`config.mk`:
```
export PLATFORM = sky130hd
export DESIGN_NAME = serial_pattern_transmitter
export DESIGN_NICKNAME = d
export VERILOG_FILES = /design/src/rtl/serial_pattern_transmitter.sv
export SDC_FILE = /design/constraint.sdc
export NUM_CORES = 1
export LEC_CHECK = 0
export ABC_CLOCK_PERIOD_IN_PS = 5900
export CORE_MARGIN = 2
export CORE_UTILIZATION = 50
export CTS_BUF_LIST = sky130_fd_sc_hd__clkbuf_4 sky130_fd_sc_hd__clkbuf_8 sky130_fd_sc_hd__clkbuf_16
export DETAILED_ROUTE_END_ITERATION = 6
export GPL_TIMING_DRIVEN = 0
export PLACE_DENSITY_LB_ADDON = 0.08
export REMOVE_ABC_BUFFERS = 1
export SLEW_MARGIN = 5
export SYNTH_ARGS = -nofsm -noshare
export SYNTH_HDL_FRONTEND = slang
export SYNTH_SLANG_ARGS = --single-unit
```
`constraint.sdc`:
```
create_clock -name clock -period 5.9 [get_ports clock]
set_input_delay 1.18 -clock clock [delete_from_list [all_inputs] [get_ports clock]]
set_output_delay 1.18 -clock clock [all_outputs]
set_load 0.01 [all_outputs]
```
`src/rtl/serial_pattern_transmitter.sv`:
```
// Serial bit-pattern transmitter: captures a pattern/length/repeat on start and
// shifts it out MSB-first, one bit per clock, with a one-cycle gap between frames.
module serial_pattern_transmitter #(
  parameter int WIDTH = 8,
  parameter int LEN_W = 4,
  parameter int REP_W = 3
) (
  input  logic             clock,
  input  logic             reset,
  input  logic             start_i,
  input  logic             abort_i,
  input  logic [WIDTH-1:0] pattern_i,
  input  logic [LEN_W-1:0] length_i,
  input  logic [REP_W-1:0] repeat_i,
  output logic             x_o,
  output logic             x_valid_o,
  output logic             busy_o,
  output logic             done_o,
  output logic             err_o
);

  typedef enum logic [1:0] {
    IDLE = 2'd0,
    SEND = 2'd1,
    GAP  = 2'd2,
    DONE = 2'd3
  } state_e;

  state_e           state_q, state_d;
  logic [WIDTH-1:0] shift_q, shift_d;
  logic [WIDTH-1:0] shadow_q, shadow_d;
  logic [LEN_W-1:0] cnt_q, cnt_d;
  logic [LEN_W-1:0] len_q, len_d;
  logic [REP_W-1:0] rep_q, rep_d;

  logic             x_q, x_d;
  logic             x_valid_q, x_valid_d;
  logic             busy_q, busy_d;
  logic             done_q, done_d;
  logic             err_q, err_d;

  logic             len_ok;
  logic             last_bit;
  logic [WIDTH-1:0] aligned;

  // Left-align the pattern so bit [length-1] sits in the MSB of the shifter.
  always_comb begin
    len_ok   = (length_i != '0) && (32'(length_i) <= WIDTH);
    aligned  = pattern_i << (WIDTH - 32'(length_i));
    last_bit = (cnt_q == (len_q - LEN_W'(1)));
  end

  always_ff @(posedge clock or negedge reset) begin
    if (!reset) begin
      state_q   <= IDLE;
      shift_q   <= '0;
      shadow_q  <= '0;
      cnt_q     <= '0;
      len_q     <= '0;
      rep_q     <= '0;
      x_q       <= 1'b0;
      x_valid_q <= 1'b0;
      busy_q    <= 1'b0;
      done_q    <= 1'b0;
      err_q     <= 1'b0;
    end else begin
      state_q   <= state_d;
      shift_q   <= shift_d;
      shadow_q  <= shadow_d;
      cnt_q     <= cnt_d;
      len_q     <= len_d;
      rep_q     <= rep_d;
      x_q       <= x_d;
      x_valid_q <= x_valid_d;
      busy_q    <= busy_d;
      done_q    <= done_d;
      err_q     <= err_d;
    end
  end

  always_comb begin
    state_d  = state_q;
    shift_d  = shift_q;
    shadow_d = shadow_q;
    cnt_d    = cnt_q;
    len_d    = len_q;
    rep_d    = rep_q;
    unique case (state_q)
      IDLE: begin
        if (start_i && len_ok) begin
          shift_d  = aligned;
          shadow_d = aligned;
          len_d    = length_i;
          rep_d    = repeat_i;
          cnt_d    = '0;
          state_d  = SEND;
        end
      end
      SEND: begin
        if (abort_i) begin
          cnt_d   = '0;
          rep_d   = '0;
          state_d = IDLE;
        end else if (last_bit) begin
          state_d = (rep_q != '0) ? GAP : DONE;
        end else begin
          shift_d = shift_q << 1;
          cnt_d   = cnt_q + LEN_W'(1);
        end
      end
      GAP: begin
        if (abort_i) begin
          cnt_d   = '0;
          rep_d   = '0;
          state_d = IDLE;
        end else begin
          rep_d   = rep_q - REP_W'(1);
          shift_d = shadow_q;
          cnt_d   = '0;
          state_d = SEND;
        end
      end
      DONE: begin
        cnt_d   = '0;
        rep_d   = '0;
        state_d = IDLE;
      end
      default: state_d = IDLE;
    endcase
  end

  // Outputs are derived from the next state so every port comes straight off a flop.
  always_comb begin
    x_d       = (state_d == SEND) && shift_d[WIDTH-1];
    x_valid_d = (state_d == SEND);
    busy_d    = (state_d != IDLE);
    done_d    = (state_d == DONE);
    err_d     = (state_q == IDLE) && start_i && !len_ok;
  end

  assign x_o       = x_q;
  assign x_valid_o = x_valid_q;
  assign busy_o    = busy_q;
  assign done_o    = done_q;
  assign err_o     = err_q;

endmodule

```
# After elaboration in Yosys (flattened, before gate mapping)
# Index checks and enable logic that the tools add are counted.
[totals]
register_bits = 34
in_bits = 19
output_inout_bits = 5
word_cells = 65
[classes]
n_addsub = 4
magnitude_cmp = 1
n_eq_ne = 12
shift = 1
mux = 19
n_reduce_logical = 16
[op_table]
columns = ["cell", "count"]
rows = [
  ["two-way mux 8 bit", 4],
  ["left shift 8 x 32 -> 8 bit", 1],
  ["case mux 8 bit (3 select lines)", 1],
  ["two-way mux 4 bit", 3],
  ["case mux 3 bit (4 select lines)", 1],
  ["case mux 4 bit (3 select lines)", 1],
  ["!= test 2 bit (second input constant)", 5],
  ["two-way mux 3 bit", 3],
  ["case mux 2 bit (4 select lines)", 1],
  ["equality test 2 bit (second input constant)", 3],
  ["two-way mux 2 bit", 3],
  ["AND reduction 2 bit", 3],
  ["nonzero test 3 bit", 2],
  ["logical AND 1 bit", 5],
  ["AND reduction 5 bit", 1],
  ["subtractor 4 x 4 -> 5 bit (first input constant)", 1],
  ["adder 4 x 1 -> 4 bit (second input constant)", 1],
  ["equality test 2 x 1 -> 1 bit (second input constant)", 2],
  ["equality test 4 bit", 1],
  ["less-or-equal comparator 4 bit (second input constant)", 1],
  ["nonzero test 4 bit", 1],
  ["subtractor 4 x 1 -> 4 bit (second input constant)", 1],
  ["!= test 3 bit (second input constant)", 1],
  ["subtractor 3 x 1 -> 3 bit (second input constant)", 1],
  ["other kinds (5)", 6],
]

# Logic depth before layout (Yosys ltp)
[depth]
ltp_word = 7
mapped_depth = 11
mapped_depth_nobuf = 8

# Least setup slack after synthesis
# Ideal clock, no wire load.
[synth_timing]
kind = "input to register"
startpoint = "input length_i[0]"
endpoint = "register shift_q[4]"
setup_ns = 0.124
arrival_time_ns = 2.892
t_required_ns = 5.776
slack_ns = 2.884
stages = 9
path_buffers = 2
cell_sequence = "buf_2 > inv_1 > ha_1 > buf_2 > xnor2_1 > mux2i_1 > o221ai_1 > and4b_1 > a211o_1"
[synth_via]
elab_chain_cells = 5
word_cells_on_any_way = 10
cone_classes = "add/sub: 1; order compare: 1; eq/ne: 1; shift: 1; mux: 2; reduce/logical: 4"
[synth_lines]
columns = ["item", "line", "text"]
rows = [
  ["start: declaration", "13", "input logic [LEN_W-1:0] length_i,"],
  ["parallel branches: the longest is 5 deep, another holds subtractor 4 x 4 -> 5 bit", "--", ""],
  ["end signal: assignment", "68", "shift_q <= shift_d;"],
  ["end: declaration", "30", "logic [WIDTH-1:0] shift_q, shift_d;"],
]
# Parallel ways; which one is timed is not known. The select of a mux whose other input is x is not followed.
# A chain may end at the register's enable or synchronous reset.

# Worst setup path in the final report
[layout_timing]
startpoint = "input length_i[0]"
endpoint = "register shift_q[2]"
# The elaborated chain is that of the path after synthesis.

==> impl_summary.txt <==
----------------------------------------------------
[Status]
  Result of the run ... complete, no violations

[Critical path]
  CP Cell Sequence ... clkdlybuf4s50_1 > inv_1 > ha_1 > nor2b_1 > nand2_1 > nand3_1 > o2bb2ai_2 > a221o_1
  Crit-path max cell delay ... 770 ps
  Data required time at the worst endpoint ... 6070 ps
  Type of the setup path with the least slack ... in2reg
  Worst setup startpoint ... length_i[0]
  Type of origin of the critical path ... input pin
  Critical path endpoint category ... flip-flop
  Critical path's slowest cell ... clkdlybuf4s50_1
  CP Max Fanout ... 20
  Buffer and inverter count on the worst path ... 2
  Start of the worst register-to-register path ... state_q[1]
  Worst EP arrival ... 4220 ps
  Cell class contributing the biggest share of worst-path delay ... buffers and inverters

[STA]
  Transition at the pin with the smallest max-transition slack ... 802 ps
  Max Transition Viols Final ... 0
  Max Freq ... 247 MHz
  Final TNS setup ... 0 ps
  Hold Slack ... 480 ps
  Setup repair after global routing missed its margin ... false
  Worst slew slack as a fraction of its limit ... 46.4%
  # setup viols final ... 0
  Final worst slack ... 1840 ps
  Post-route clock skew ... 6.89 ps
  Minimum period implied by the final worst setup slack ... 4060 ps
  Final Hold Fails ... 0
  Post-route fraction of the period consumed by the critical path ... 68.7%

[Pwr]
  P per Cell Area ... 390 nW/um^2
  Pleak ... 1.14 nW
  Power consumption ... 0.926 mW
  Maximum vdd ir drop ... 0.000218 V

[Routing]
  Routed wire length ... 4.24 mm
  Wire length per cell after detailed routing ... 15.7 um
  Via-to-Cell Ratio ... 5.88
  Pre-antenna DRT Iters ... 4
  Via count ... 1587
  Violation count after the first detailed-route iteration ... 95
  Post-route antenna net violation count ... 0
  Post-route DRC violation count ... 0

[Logic synthesis]
  Yosys reg bits ... 34
  Syn Inst Count ... 198
  Share of synthesized area occupied by flip-flops and latches ... 42.8%
  Synth warn ... 0
  Largest cells by area after synthesis ... dfrtp_1 43%, mux2i_1 4.0%, nand2_1 4.0%
  Syn avg cell area ... 10.0 sq um
  Number of enable-type register cells in the synthesized netlist ... 0
  Yosys top cell area share ... 42.8%
  Async set-or-reset flop fraction in the synthesized netlist ... 100%
  Library cell occupying the most area in the post-synthesis netlist ... dfrtp_1
  Area of the mapped netlist ... 1990 sq um
  Top_reg_cell synth ... dfrtp_1
  Most numerous cell in the Yosys netlist ... dfrtp_1
  List of most frequent post-synthesis cells ... 34 x dfrtp_1, 21 x nand2_1, 13 x nor2_1, 12 x inv_1, 10 x o21ai_0
  Distinct cells, synth ... 51

[Clock network]
  # resized after CTS ... 0
  Hold-fix buffers at CTS ... 0
  Cell at the root of the clock tree ... clkbuf_8
  Setup bufs post-CTS ... 0
  H-tree levels ... 2
  Worst-case clock buffer depth ... 2
  Cts bufs inserted ... 5
  Clock-pin slew of the registers on the worst-case setup and hold paths ... 70 ps
  TritonCTS clock tree ... done
  Number of sinks driven by the clock tree ... 34
  Clock network latency to the later pin of the worst-skew pair ... 280 ps

[Final layout]
  Fraction of final layout cells with drive strength greater than 1 ... 10.4%
  Number of filler instances in the final layout ... 332
  Fin cells ... 270
  Ant diodes ... 0
  Area used by multi-input combinational logic ... 1050 sq um
  Area growth from synthesis to layout ... 19.3%
  Final net count ... 245
  FF+latch area ... 851 sq um

[Die]
  Floorplan die area ... 4490 sq um
  I/O pins ... 24
  Chip height ... 67.0 um
  Floorplan Core Area ... 3740 sq um
  Starting density of the core ... 53.1%
  Total number of placement rows ... 22
  Die width ... 67.0 um

[Global routing]
  Global-route usage over all layers ... 22.1%
  Total congestion overflow ... 0
  First-pass GRT wire length ... 7.52 mm
  Largest net degree at the start of global routing ... 35
  Via count of the first global-routing pass ... 1658
  Initial antenna violation count ... 0

[Hold path]
  Launch point of the worst hold path ... shadow_q[5]
  Min-Delay Path Class ... reg2reg

[Place]
  DP HPWL ... 3.15 mm
  Dpl ws ... 1550 ps
  Inst Count DP ... 262
  I/O Buffers ... 23
  Final Wtd Congestion ... 0.798

[Run]
  Number of maximum-capacitance violations ... 0

----------------------------------------------------
path summary, 6_finish.rpt:
path,depth (start not counted),slack (ps),end
worst min register to register,2,480,shadow_q[5]
worst min-delay path,2,480,shadow_q[5]
worst max-delay path,8,1840,shift_q[2]
min in group asynchronous,1,950,len_q[2]
max in group asynchronous,1,4480,shadow_q[2]
worst max register to register,5,3420,shift_q[2]
flip-flops by register name, summed over array words and instances (netlist names):
name and flops:
done_o 1, len_q 4, cnt_q 4, err_o 1, busy_o 1, rep_q 3, shadow_q 8, x_valid_o 1
shift_q 8, x_o 1, state_q 2
layout make-up:
class	instances	share of cell area (%)
well taps	48	2.53
clock buffers	5	2.90
flip-flops and latches	34	35.9
multi-input cells	144	44.2
repair buffers	23	9.50
inverters	13	2.06
clock inverters	3	2.90
cells by family (layout without fill, tap and decap cells):
family | after synthesis | count (layout) | share of synthesized area [%]
AOI/OAI and AO/OA | 59 | 59 | 22.9
adders and majority gates | 5 | 5 | 3.15
DFF | 34 | 34 | 42.8
muxes | 15 | 15 | 8.56
buffers and inverters | 20 | 44 | 4.41
xor gates and xnor gates | 6 | 6 | 3.40
and+or+nand+nor | 59 | 59 | 14.7
tightest hold or removal path: stages (launching register included):
cell,delay [ps]
dfrtp_1,350
nand2_1,50
nand2_1,50
report_power, final:
| group | internal (mW) | leakage [nW] | switching, mW | total, mW |
|---|---|---|---|---|
| Combinational | 0.150 | 0.619 | 0.166 | 0.316 |
| Sequential | 0.303 | 0.450 | 0.0502 | 0.353 |
| Clock | 0.169 | 0.0683 | 0.0868 | 0.256 |
| Total | 0.623 | 1.14 | 0.303 | 0.926 |
cells in the final DEF (no fill, tap or decap), types with 2 or more instances in the layout:
| cell | synthesis | routed |
|---|---|---|
| a211o_1 | 4 | 4 |
| a21boi_0 | 2 | 2 |
| a21o_1 | 5 | 5 |
| a21oi_1 | 7 | 7 |
| a221o_1 | 2 | 2 |
| a22o_1 | 6 | 6 |
| a22oi_1 | 3 | 3 |
| bufinv_16 | 0 | 2 |
| clkbuf_8 | 0 | 5 |
| clkdlybuf4s50_1 | 0 | 22 |
| dfrtp_1 | 34 | 34 |
| ha_1 | 5 | 5 |
| inv_1 | 12 | 12 |
| mux2_2 | 6 | 6 |
| mux2i_1 | 8 | 8 |
| nand2_1 | 21 | 21 |
| nand2b_1 | 3 | 3 |
| nand3_1 | 6 | 6 |
| nand3b_1 | 2 | 2 |
| nor2_1 | 13 | 13 |
| nor2b_1 | 3 | 3 |
| nor3_1 | 2 | 2 |
| nor3_2 | 2 | 2 |
| nor4_1 | 2 | 2 |
| o21ai_0 | 10 | 10 |
| o21bai_1 | 4 | 4 |
| o31ai_1 | 2 | 2 |
| xnor2_1 | 4 | 4 |
metrics by stage:
| stage | util, % | instance area (sq um) |
|---|---|---|
| global route | 63.3 | 2370 |
| detailed placement | 59.7 | 2230 |
| floorplan | - | 1950 |
| finish | 63.3 | 2370 |
| CTS | 63.3 | 2370 |
| global placement | 59.8 | 2240 |
layer usage:
metal	vias up	track usage [%]	routed length, um
li1	769	-	-
met1	795	27.8	1900
met2	17	38.0	2190
met3	6	4.05	98
met4	0	6.89	48
met5	-	0	0
(Power assumes the default switching activity.)
